--- config.mk ---
export PLATFORM = sky130hd
export DESIGN_NAME = mac_lkup_arb
export DESIGN_NICKNAME = d
export VERILOG_FILES = /design/src/rtl/mac_lkup_arb.sv
export SDC_FILE = /design/constraint.sdc
export NUM_CORES = 1
export LEC_CHECK = 0
export ABC_AREA = 1
export CORE_MARGIN = 1.5
export CORE_UTILIZATION = 45
export CTS_CLUSTER_DIAMETER = 100
export DETAILED_ROUTE_END_ITERATION = 6
export GPL_TIMING_DRIVEN = 0
export PLACE_DENSITY_LB_ADDON = 0.05
export SYNTH_ARGS = -nofsm -noshare
export SYNTH_HDL_FRONTEND = slang
export SYNTH_SLANG_ARGS = --single-unit
--- constraint.sdc ---
create_clock -name iclk -period 2.8 [get_ports iclk]
set_input_delay 0.28 -clock iclk [delete_from_list [all_inputs] [get_ports iclk]]
set_output_delay 0.28 -clock iclk [all_outputs]
set_load 0.05 [all_outputs]
--- src/rtl/mac_lkup_arb.sv ---
// Round-robin arbiter that serialises per-port learn/lookup requests onto a
// single hashed MAC table with a fixed read latency.

module mac_lkup_arb_chk #(
    parameter int pNUM_PORTS = 4
) (
    input logic                  iclk,
    input logic                  irst_n,
    input logic [pNUM_PORTS-1:0] oack,
    input logic                  omem_wr_en,
    input logic                  obusy
);

    a_ack_onehot : assert property (@(posedge iclk) disable iff (!irst_n)
        $onehot0(oack))
        else $error("oack is not one-hot or zero");

    a_wr_in_busy : assert property (@(posedge iclk) disable iff (!irst_n)
        omem_wr_en |-> obusy)
        else $error("omem_wr_en asserted while not busy");

    a_ack_wr_excl : assert property (@(posedge iclk) disable iff (!irst_n)
        !(omem_wr_en && (oack != {pNUM_PORTS{1'b0}})))
        else $error("omem_wr_en and oack asserted together");

endmodule

module mac_lkup_arb #(
    parameter int pNUM_PORTS  = 4,
    parameter int pADDR_WIDTH = 14,
    parameter int pMEM_LAT    = 2,
    localparam int PW         = $clog2(pNUM_PORTS)
) (
    input  logic                              iclk,
    input  logic                              irst_n,
    input  logic [pNUM_PORTS-1:0]             ireq,
    input  logic [pNUM_PORTS*pADDR_WIDTH-1:0] isa_bus,
    input  logic [pNUM_PORTS*pADDR_WIDTH-1:0] ida_bus,
    input  logic                              iage_busy,
    input  logic [PW-1:0]                     imem_pnum,
    output logic                              omem_wr_en,
    output logic [PW-1:0]                     omem_pnum,
    output logic [pADDR_WIDTH-1:0]            omem_sa,
    output logic [pADDR_WIDTH-1:0]            omem_da,
    output logic [pNUM_PORTS-1:0]             oack,
    output logic [PW-1:0]                     oresp_pnum,
    output logic                              obusy
);

    localparam int CW = $clog2(pMEM_LAT + 1);

    typedef enum logic [1:0] {
        ST_IDLE  = 2'd0,
        ST_ISSUE = 2'd1,
        ST_WAIT  = 2'd2,
        ST_RESP  = 2'd3
    } state_t;

    // First requesting port at or after ptr, wrapping past the top port.
    function automatic logic [PW-1:0] rr_pick(
        input logic [pNUM_PORTS-1:0] req,
        input logic [PW-1:0]         ptr
    );
        logic        found;
        logic [PW-1:0] pick;
        int unsigned idx;
        found = 1'b0;
        pick  = ptr;
        for (int i = 0; i < pNUM_PORTS; i++) begin
            idx = int'(ptr) + i;
            if (idx >= pNUM_PORTS) begin
                idx = idx - pNUM_PORTS;
            end else begin
                idx = idx;
            end
            if (!found && req[idx]) begin
                found = 1'b1;
                pick  = idx[PW-1:0];
            end else begin
                found = found;
            end
        end
        return pick;
    endfunction

    function automatic logic [pNUM_PORTS-1:0] port_onehot(input logic [PW-1:0] p);
        logic [pNUM_PORTS-1:0] v;
        v    = {pNUM_PORTS{1'b0}};
        v[p] = 1'b1;
        return v;
    endfunction

    state_t                  state_r;
    state_t                  next_state_s;
    logic [PW-1:0]           rr_ptr_r;
    logic [PW-1:0]           rr_ptr_next_s;
    logic [CW-1:0]           cnt_r;
    logic [CW-1:0]           cnt_next_s;
    logic                    wr_en_r;
    logic                    wr_en_next_s;
    logic [PW-1:0]           pnum_r;
    logic [PW-1:0]           pnum_next_s;
    logic [pADDR_WIDTH-1:0]  sa_r;
    logic [pADDR_WIDTH-1:0]  sa_next_s;
    logic [pADDR_WIDTH-1:0]  da_r;
    logic [pADDR_WIDTH-1:0]  da_next_s;
    logic [pNUM_PORTS-1:0]   ack_r;
    logic [pNUM_PORTS-1:0]   ack_next_s;
    logic [PW-1:0]           resp_pnum_r;
    logic [PW-1:0]           resp_pnum_next_s;
    logic                    busy_r;
    logic                    busy_next_s;
    logic                    req_go_s;
    logic                    last_wait_s;
    logic [PW-1:0]           pick_s;

    assign req_go_s    = (ireq != {pNUM_PORTS{1'b0}}) && !iage_busy;
    assign last_wait_s = (cnt_r == CW'(1));
    assign pick_s      = rr_pick(ireq, rr_ptr_r);

    // State register.
    always_ff @(posedge iclk or negedge irst_n) begin
        if (!irst_n) begin
            state_r <= ST_IDLE;
        end else begin
            state_r <= next_state_s;
        end
    end

    // Next-state logic.
    always_comb begin
        next_state_s = state_r;
        case (state_r)
            ST_IDLE: begin
                if (req_go_s) begin
                    next_state_s = ST_ISSUE;
                end else begin
                    next_state_s = ST_IDLE;
                end
            end
            ST_ISSUE: next_state_s = ST_WAIT;
            ST_WAIT: begin
                if (last_wait_s) begin
                    next_state_s = ST_RESP;
                end else begin
                    next_state_s = ST_WAIT;
                end
            end
            ST_RESP: next_state_s = ST_IDLE;
            default: next_state_s = ST_IDLE;
        endcase
    end

    // Output and datapath next values; every output is registered below.
    always_comb begin
        cnt_next_s       = cnt_r;
        rr_ptr_next_s    = rr_ptr_r;
        pnum_next_s      = pnum_r;
        sa_next_s        = sa_r;
        da_next_s        = da_r;
        resp_pnum_next_s = {PW{1'b0}};
        case (state_r)
            ST_IDLE: begin
                if (req_go_s) begin
                    pnum_next_s = pick_s;
                    sa_next_s   = isa_bus[int'(pick_s)*pADDR_WIDTH +: pADDR_WIDTH];
                    da_next_s   = ida_bus[int'(pick_s)*pADDR_WIDTH +: pADDR_WIDTH];
                end else begin
                    pnum_next_s = pnum_r;
                end
            end
            ST_ISSUE: cnt_next_s = CW'(pMEM_LAT);
            ST_WAIT: begin
                if (cnt_r != {CW{1'b0}}) begin
                    cnt_next_s = cnt_r - CW'(1);
                end else begin
                    cnt_next_s = cnt_r;
                end
                if (last_wait_s) begin
                    resp_pnum_next_s = imem_pnum;
                end else begin
                    resp_pnum_next_s = {PW{1'b0}};
                end
            end
            ST_RESP: begin
                if (pnum_r == PW'(pNUM_PORTS - 1)) begin
                    rr_ptr_next_s = {PW{1'b0}};
                end else begin
                    rr_ptr_next_s = pnum_r + PW'(1);
                end
            end
            default: cnt_next_s = {CW{1'b0}};
        endcase

        wr_en_next_s = (next_state_s == ST_ISSUE);
        busy_next_s  = (next_state_s != ST_IDLE);
        if (next_state_s == ST_RESP) begin
            ack_next_s = port_onehot(pnum_r);
        end else begin
            ack_next_s = {pNUM_PORTS{1'b0}};
        end
    end

    // Datapath and output registers.
    always_ff @(posedge iclk or negedge irst_n) begin
        if (!irst_n) begin
            rr_ptr_r    <= {PW{1'b0}};
            cnt_r       <= {CW{1'b0}};
            wr_en_r     <= 1'b0;
            pnum_r      <= {PW{1'b0}};
            sa_r        <= {pADDR_WIDTH{1'b0}};
            da_r        <= {pADDR_WIDTH{1'b0}};
            ack_r       <= {pNUM_PORTS{1'b0}};
            resp_pnum_r <= {PW{1'b0}};
            busy_r      <= 1'b0;
        end else begin
            rr_ptr_r    <= rr_ptr_next_s;
            cnt_r       <= cnt_next_s;
            wr_en_r     <= wr_en_next_s;
            pnum_r      <= pnum_next_s;
            sa_r        <= sa_next_s;
            da_r        <= da_next_s;
            ack_r       <= ack_next_s;
            resp_pnum_r <= resp_pnum_next_s;
            busy_r      <= busy_next_s;
        end
    end

    assign omem_wr_en = wr_en_r;
    assign omem_pnum  = pnum_r;
    assign omem_sa    = sa_r;
    assign omem_da    = da_r;
    assign oack       = ack_r;
    assign oresp_pnum = resp_pnum_r;
    assign obusy      = busy_r;

    mac_lkup_arb_chk #(
        .pNUM_PORTS(pNUM_PORTS)
    ) u_chk (
        .iclk       (iclk),
        .irst_n     (irst_n),
        .oack       (ack_r),
        .omem_wr_en (wr_en_r),
        .obusy      (busy_r)
    );

endmodule

==> results of run 1 <==
## worst min path at each step
stage | slack, ns | depth (start not counted) | from | endpoint
after floorplan | -0.02 | 0 | irst_n | cnt_r[0]
after global routing | 0.40 | 2 | irst_n | omem_da[3]
after detailed placement | 0.17 | 1 | irst_n | cnt_r[1]
final | 0.37 | 2 | irst_n | omem_da[3]
after global placement | 0.46 | 2 | omem_da[0] | omem_da[0]
after CTS | 0.38 | 2 | irst_n | cnt_r[0]
## critical path: stages, from the launching register on
cell and delay, ns:
dfrtp_1 0.46, inv_2 0.15, nand2_2 0.06, nand2_2 0.10
nand2_1 0.07, nand2_2 0.11, nand3_2 0.09, nand3_1 0.09
nand3_1 0.07, nand2_1 0.10, clkbuf_1 0.40, nand2_1 0.15
nand2_1 0.09, nand2_1 0.05, nand2_1 0.07
## through the flow
stage / utilization [%] / area (µm²) / std cells / total power (W)
final: 74.0 / 5110 / 789 / 0.00665
after global routing: 74.0 / 5110 / 789 / 0.00726
after CTS: 74.0 / 5110 / 789 / 0.00667
after detailed placement: 72.2 / 4980 / 780 / 0.00612
after global placement: 72.0 / 4970 / 779 / 0.00601
after floorplan: - / 3270 / 525 / 0.00476
## kinds of logic (layout without fill, tap and decap cells)
family                     count (synthesis)  count (layout)
DFF                                       44              44
adders and majority gates                 11              11
and+or+nand+nor                          401             401
AOI/OAI and AO/OA                          9               9
buffers and inverters                     60             228
## registers in the layout, summed over array words and instances, names as in the netlist
| register | cells |
|---|---|
| omem_da | 14 |
| oack | 4 |
| omem_pnum | 2 |
| state_r | 2 |
| oresp_pnum | 2 |
| omem_sa | 14 |
| rr_ptr_r | 2 |
| cnt_r | 2 |
| obusy | 1 |
| omem_wr_en | 1 |
## cells in the final DEF (no fill, tap or decap)
cell | Yosys | final
nand3_1 | 71 | 71
clkbuf_1 | 5 | 5
nor2_1 | 8 | 8
clkdlybuf4s50_1 | 0 | 157
nand2_2 | 8 | 8
nand3_2 | 2 | 2
nand2_1 | 304 | 304
inv_1 | 25 | 25
or2_2 | 1 | 1
dfrtp_1 | 44 | 44
bufinv_16 | 0 | 1
a41oi_1 | 1 | 1
clkbuf_8 | 0 | 5
ha_1 | 11 | 11
clkinv_4 | 0 | 2
buf_2 | 9 | 10
dlygate4sd3_1 | 0 | 1
o211ai_1 | 1 | 1
nor2_4 | 1 | 1
buf_4 | 4 | 4
buf_12 | 0 | 1
buf_1 | 2 | 2
nand3b_1 | 6 | 6
o21ai_0 | 7 | 7
buf_6 | 9 | 9
inv_2 | 6 | 6
## per-layer routing
layer,global-route usage [%],part of all wire (%)
met1,30.8,41
met3,5.04,8.0
met2,45.9,49
met5,0,0
met4,6.53,1.8
## timing repair
| action | CTS | global route |
|---|---|---|
| endpoints found under the hold margin | 9 | 0 |
| hold buffers | 1 | 0 |
| buffers inserted | 0 | 0 |
## power by group through the flow
stage | combinational, W | clock, W | sequential, W
finish | 0.00506 | 0.000514 | 0.00107
global placement | 0.00493 | 0 | 0.00108
global route | 0.00561 | 0.000539 | 0.00111
detailed placement | 0.00504 | 0 | 0.00108
floorplan | 0.00292 | 0 | 0.00184
CTS | 0.00507 | 0.000525 | 0.00107
## cell type report
cell class / count / area, µm²
buffer: 29 / 203
clock buffer: 5 / 68.8
clock inverter: 3 / 47.5
fill: 589 / 1800
inverter: 31 / 116
multi-input combinational: 421 / 1850
sequential: 44 / 1100
tap: 96 / 120
timing repair buffer: 160 / 1610
==> metrics.cfg, run 1 <==
[run_status]
status = complete, no violations

[grt]
grt_antenna_before_repair = 0
grt_max_degree = 36
grt_pass1_wl_um = 15400
grt.total_usage_pct = 25.3
grt_pass1_vias = 3430
gr-total-overflow = 0

[critical_path]
crit_end = omem_da[10]
start_kind = register
endpoint_kind = register
reg2reg_setup_slack_ns = 0.67
rr_endpoint = omem_da[10]
r2r_cells = 14
path_class = register to register
critPathMaxFanout = 10
cp.arrival_ns = 2.37
crit_start = rr_ptr_r[1]
r2r_start = rr_ptr_r[1]
worstPathRequired_ns = 3.05

[sta]
rsz0062_at_grt = no
setup_viol = 0
final_hold_viol_count = 0
relSlewSlack_pct = 63.6
finalCritPeriodShare_pct = 75.9
period_minus_slack_ns = 2.13
worst_slack_ns = 0.674
finalMaxSlewViolations = 0
fin_tns_setup_ns = 0
clock_skew_ns = 0.00522
hold_slack_ns = 0.374
fmax_mhz = 470
worst_pin_slew_ns = 0.544

[yosys]
synth-simple-area-share_pct = 50.8
synth_common_cells = nand2_1 (304), nand3_1 (71), dfrtp_1 (44), inv_1 (25), ha_1 (11)
yosysTopAreaCellShare_pct = 34.9
synth_top_cells_by_area = nand2_1 (35%), dfrtp_1 (34%), nand3_1 (11%), ha_1 (4.2%), buf_6 (3.1%)
ys_seq_elements = 44
ys_types = 20
synth_xor_area_share_pct = 0
synth-edff-count = 0
synth_nets = 657
synth_compound_area_share_pct = 1.57
muxShareOfSynthArea_pct = 0
synth_ff_type = dfrtp_1
yosys_warnings = 0
synthAdderAreaFrac_pct = 4.21
synth.most_common_cell = nand2_1
synth_area_leader_cell = nand2_1
synthCells = 525
ys_seq_area_share_pct = 33.7
async_flop_share_pct = 100
synth_area_per_cell_um2 = 6.23
synthesis.area_um2 = 3270
synth_top_family_by_area = simple AND/OR/NAND/NOR gates

[floorplanning]
start_util_pct = 47.3
coreArea_um2 = 6910
rows = 30
die_h_um = 88.2
die_area_um2 = 7780
die_w_um = 88.2
num_io_pins = 159

[routing]
drc = 0
wl_per_cell_um = 12.7
dr.first_iter.drc_count = 183
dr.pass1.iters = 4
via_count = 3851
drtAntennaViolNets = 0
vias_per_cell = 4.88
routed_wl_um = 9980

[pwr]
switching_share_pct = 54.9
p_per_area_nw_per_um2 = 1300
p_leak_nw = 2.69
p_comb_share_pct = 76.1
power_frac_clock_pct = 7.7
p_int_w = 0.00300
max-vdd-ir-drop_mv = 0.944
power.switching_w = 0.00365
pwr-share-seq_pct = 16.2

[cts]
cts.clk_slew.worst_paths_ns = 0.09
cts_sinks = 44
cts_resized = 0
clockRootBuffer = clkbuf_8
clock_path_buffers = 2
clock_latency_ns = 0.31
cts_tree = yes
htreeDepth = 2
numCtsBuffers = 5

[final_layout]
drive_gt1_share_pct = 7.22
num_antenna_cells = 0
nNetsFinal = 824
syn2layout_area_growth_pct = 56.4

[placed_design]
dp_hpwl_um = 7900
io_buffers = 158
pre_cts_ws_ns = 0.514
place_congestion = 0.909

[job]
maxCapViolCount = 0

[hold_path]
hold_class = input pin to asynchronous set/reset pin

(Power assumes the default switching activity.)
==> inputs of run 2 (changes only) <==
--- a/config.mk
+++ b/config.mk
@@ -7,7 +7,7 @@
 export LEC_CHECK = 0
 export ABC_AREA = 1
 export CORE_MARGIN = 1.5
-export CORE_UTILIZATION = 45
+export CORE_UTILIZATION = 41
 export CTS_CLUSTER_DIAMETER = 100
 export DETAILED_ROUTE_END_ITERATION = 6
 export GPL_TIMING_DRIVEN = 0
==> constraint.sdc (replaced) <==
create_clock -name iclk -period 2 [get_ports iclk]
set_input_delay 0.2 -clock iclk [delete_from_list [all_inputs] [get_ports iclk]]
set_output_delay 0.2 -clock iclk [all_outputs]
set_load 0.05 [all_outputs]
==> run 2 against run 1 <==
The flow now finishes with violations (setup timing); count of clock-buffer cells in the layout is the same; worst setup slack lost 0.74 ns; sequential cell count is the same; die area grew 9.4%; critical path depth grew 3; core utilization shrank 3.5 points; via count grew 1.1%; cell count grew 2.7%; clock skew grew 0.0013 ns; sequential share of layout area shrank 1.3 points; largest cell class is now buffers.
==> metrics.cfg, run 2 (synthesis gave the netlist of run 1 again) <==
[run_status]
status = complete, but fails checks
violations = setup timing

[routing]
dr.first_iter.drc_count = 114
drtAntennaViolNets = 0
wl_per_cell_um = 12.9
via_count = 3892
vias_per_cell = 4.80
drc = 0
routed_wl_um = 10500
dr.pass1.iters = 5

[pwr]
max-vdd-ir-drop_mv = 0.960
p_leak_nw = 2.83
p_per_area_nw_per_um2 = 1910

[final_layout]
num_antenna_cells = 0
drive_gt1_share_pct = 13.6
multi_input_area_um2 = 1980
layout_common_cells = nand2_1 (282), clkdlybuf4s50_1 (157), nand3_1 (67)
fin_cells = 810
register_area_um2 = 1100
fin_area_um2 = 5450
nNetsFinal = 839
syn2layout_area_growth_pct = 66.7
fillCellCount = 671
mostFrequentLayoutCell = nand2_1

[cts]
clockRootBuffer = clkbuf_8
clock_latency_ns = 0.30
cts.clk_slew.worst_paths_ns = 0.09
cts_tree = yes
clock_path_buffers = 2
htreeDepth = 2
numCtsBuffers = 5
cts_sinks = 44

[floorplanning]
die_w_um = 92.3
start_util_pct = 42.3
die_area_um2 = 8520
coreArea_um2 = 7730
die_h_um = 92.3
num_io_pins = 159
rows = 32

[grt]
gr-total-overflow = 0
grt_antenna_before_repair = 0
grt_max_degree = 29
grt.total_usage_pct = 24.8
grt_pass1_wl_um = 16900
grt_pass1_vias = 3719

[critical_path]
slowest_delay_ns = 0.47
critical_path.slowest_cell = dfrtp_2
path_cells = buf_6, nand2_2, nand2_2, nand2_2, nand2_4, nor2_4, nand2_2, nand2_4, nand2_4, buf_8, buf_6, nand2_2, nand2_1, nand2_1, nand2_1, nand2_1, nand2_1
path_class = register to register
worst-path-stages = 17
cp.arrival_ns = 2.27
path_buf_inv = 3
endpoint_kind = register
r2r_cells = 17
cp_top_family = simple AND/OR/NAND/NOR gates
worstPathRequired_ns = 2.20
start_kind = register
reg2reg_setup_slack_ns = -0.07
critPathMaxFanout = 6

[sta]
finalCritPeriodShare_pct = 103
finalMaxSlewViolations = 0
fin_tns_setup_ns = -0.633
relSlewSlack_pct = 64.4
period_minus_slack_ns = 2.07
rsz0062_at_grt = yes
setup_viol = 19
clock_skew_ns = 0.00656
worst_slack_ns = -0.0666
fmax_mhz = 484
worst_pin_slew_ns = 0.533
hold_slack_ns = 0.356
final_hold_viol_count = 0

[hold_path]
hold_class = input pin to asynchronous set/reset pin

[placed_design]
place_congestion = 0.844
io_buffers = 158
placed_cells = 786
pre_cts_ws_ns = -0.262
placed_cell_area_um2 = 4990
dp_hpwl_um = 7830

[job]
maxCapViolCount = 0

==> run 2: cell types whose count changed in the layout (fill, tap and decap cells not counted), sizes merged <==
cell,before,now
buf,26,38
inv,31,32
clkinvlp,0,2
clkinv,2,0
clkbuf,10,12
==> run 2: metal layers <==
layer | part of all wire, % | track usage, % | vias up
li1 | - | - | 1982
met1 | 40 | 28.7 | 1751
met3 | 6.5 | 5.56 | 18
met2 | 51 | 44.9 | 141
met4 | 2.0 | 7.82 | 0
met5 | 0 | 0 | -
==> run 2: worst paths after layout <==
path                              start       endpoint
max                         rr_ptr_r[0]    omem_da[10]
min                              irst_n    omem_sa[12]
max reg2reg                 rr_ptr_r[0]    omem_da[10]
min reg2reg                  omem_da[3]     omem_da[3]
max in group asynchronous        irst_n     omem_sa[6]
min in group iclk          imem_pnum[0]  oresp_pnum[0]
==> run 2: where the power goes <==
| part | leakage (nW) | switching, W | internal (W) |
|---|---|---|---|
| registers | 0.557 | 0.000260 | 0.00128 |
| clock network | 0.0548 | 0.000337 | 0.000377 |
| logic | 2.22 | 0.00491 | 0.00322 |
==> run 2: cell type report <==
cell class	count	share of cell area, %
sequential	44	20.3
clock buffer	5	1.26
clock inverter	3	0.850
timing repair buffer	174	31.8
buffer	29	4.78
timing repair inverter	1	0.138
multi-input combinational	421	36.3
tap	102	2.34
inverter	31	2.23
==> run 2: timing repair <==
item,4_1_cts,5_1_grt
hold buffers,1,0
setup endpoints to repair,28,29
pin swaps,14,16
gates cloned,4,1
endpoints found under the hold margin,16,0
gates resized for setup,42,23
setup buffers,7,3
==> run 2: per-stage QoR <==
step / util (%) / total power (W)
2_1_floorplan: - / 0.00666
3_3_place_gp: 64.4 / 0.00848
3_5_place_dp: 64.6 / 0.00863
4_1_cts: 69.0 / 0.00999
5_1_grt: 70.5 / 0.0113
6_report: 70.5 / 0.0104
==> run 2: worst reg2reg max path, delay by kind of cell (launching register included) <==
kind,cells,cell delay [ns]
buffers and inverters,3,0.43
DFF,1,0.47
and+or+nand+nor,14,1.07
==> inputs of run 3 (changes only) <==
--- a/config.mk
+++ b/config.mk
@@ -8,7 +8,7 @@
 export ABC_AREA = 1
 export CORE_MARGIN = 1.5
 export CORE_UTILIZATION = 41
-export CTS_CLUSTER_DIAMETER = 100
+export CTS_CLUSTER_DIAMETER = 200
 export DETAILED_ROUTE_END_ITERATION = 6
 export GPL_TIMING_DRIVEN = 0
 export PLACE_DENSITY_LB_ADDON = 0.05
==> results of run 3 <==
Final layout, timing and power as in run 2 (identical DEF).
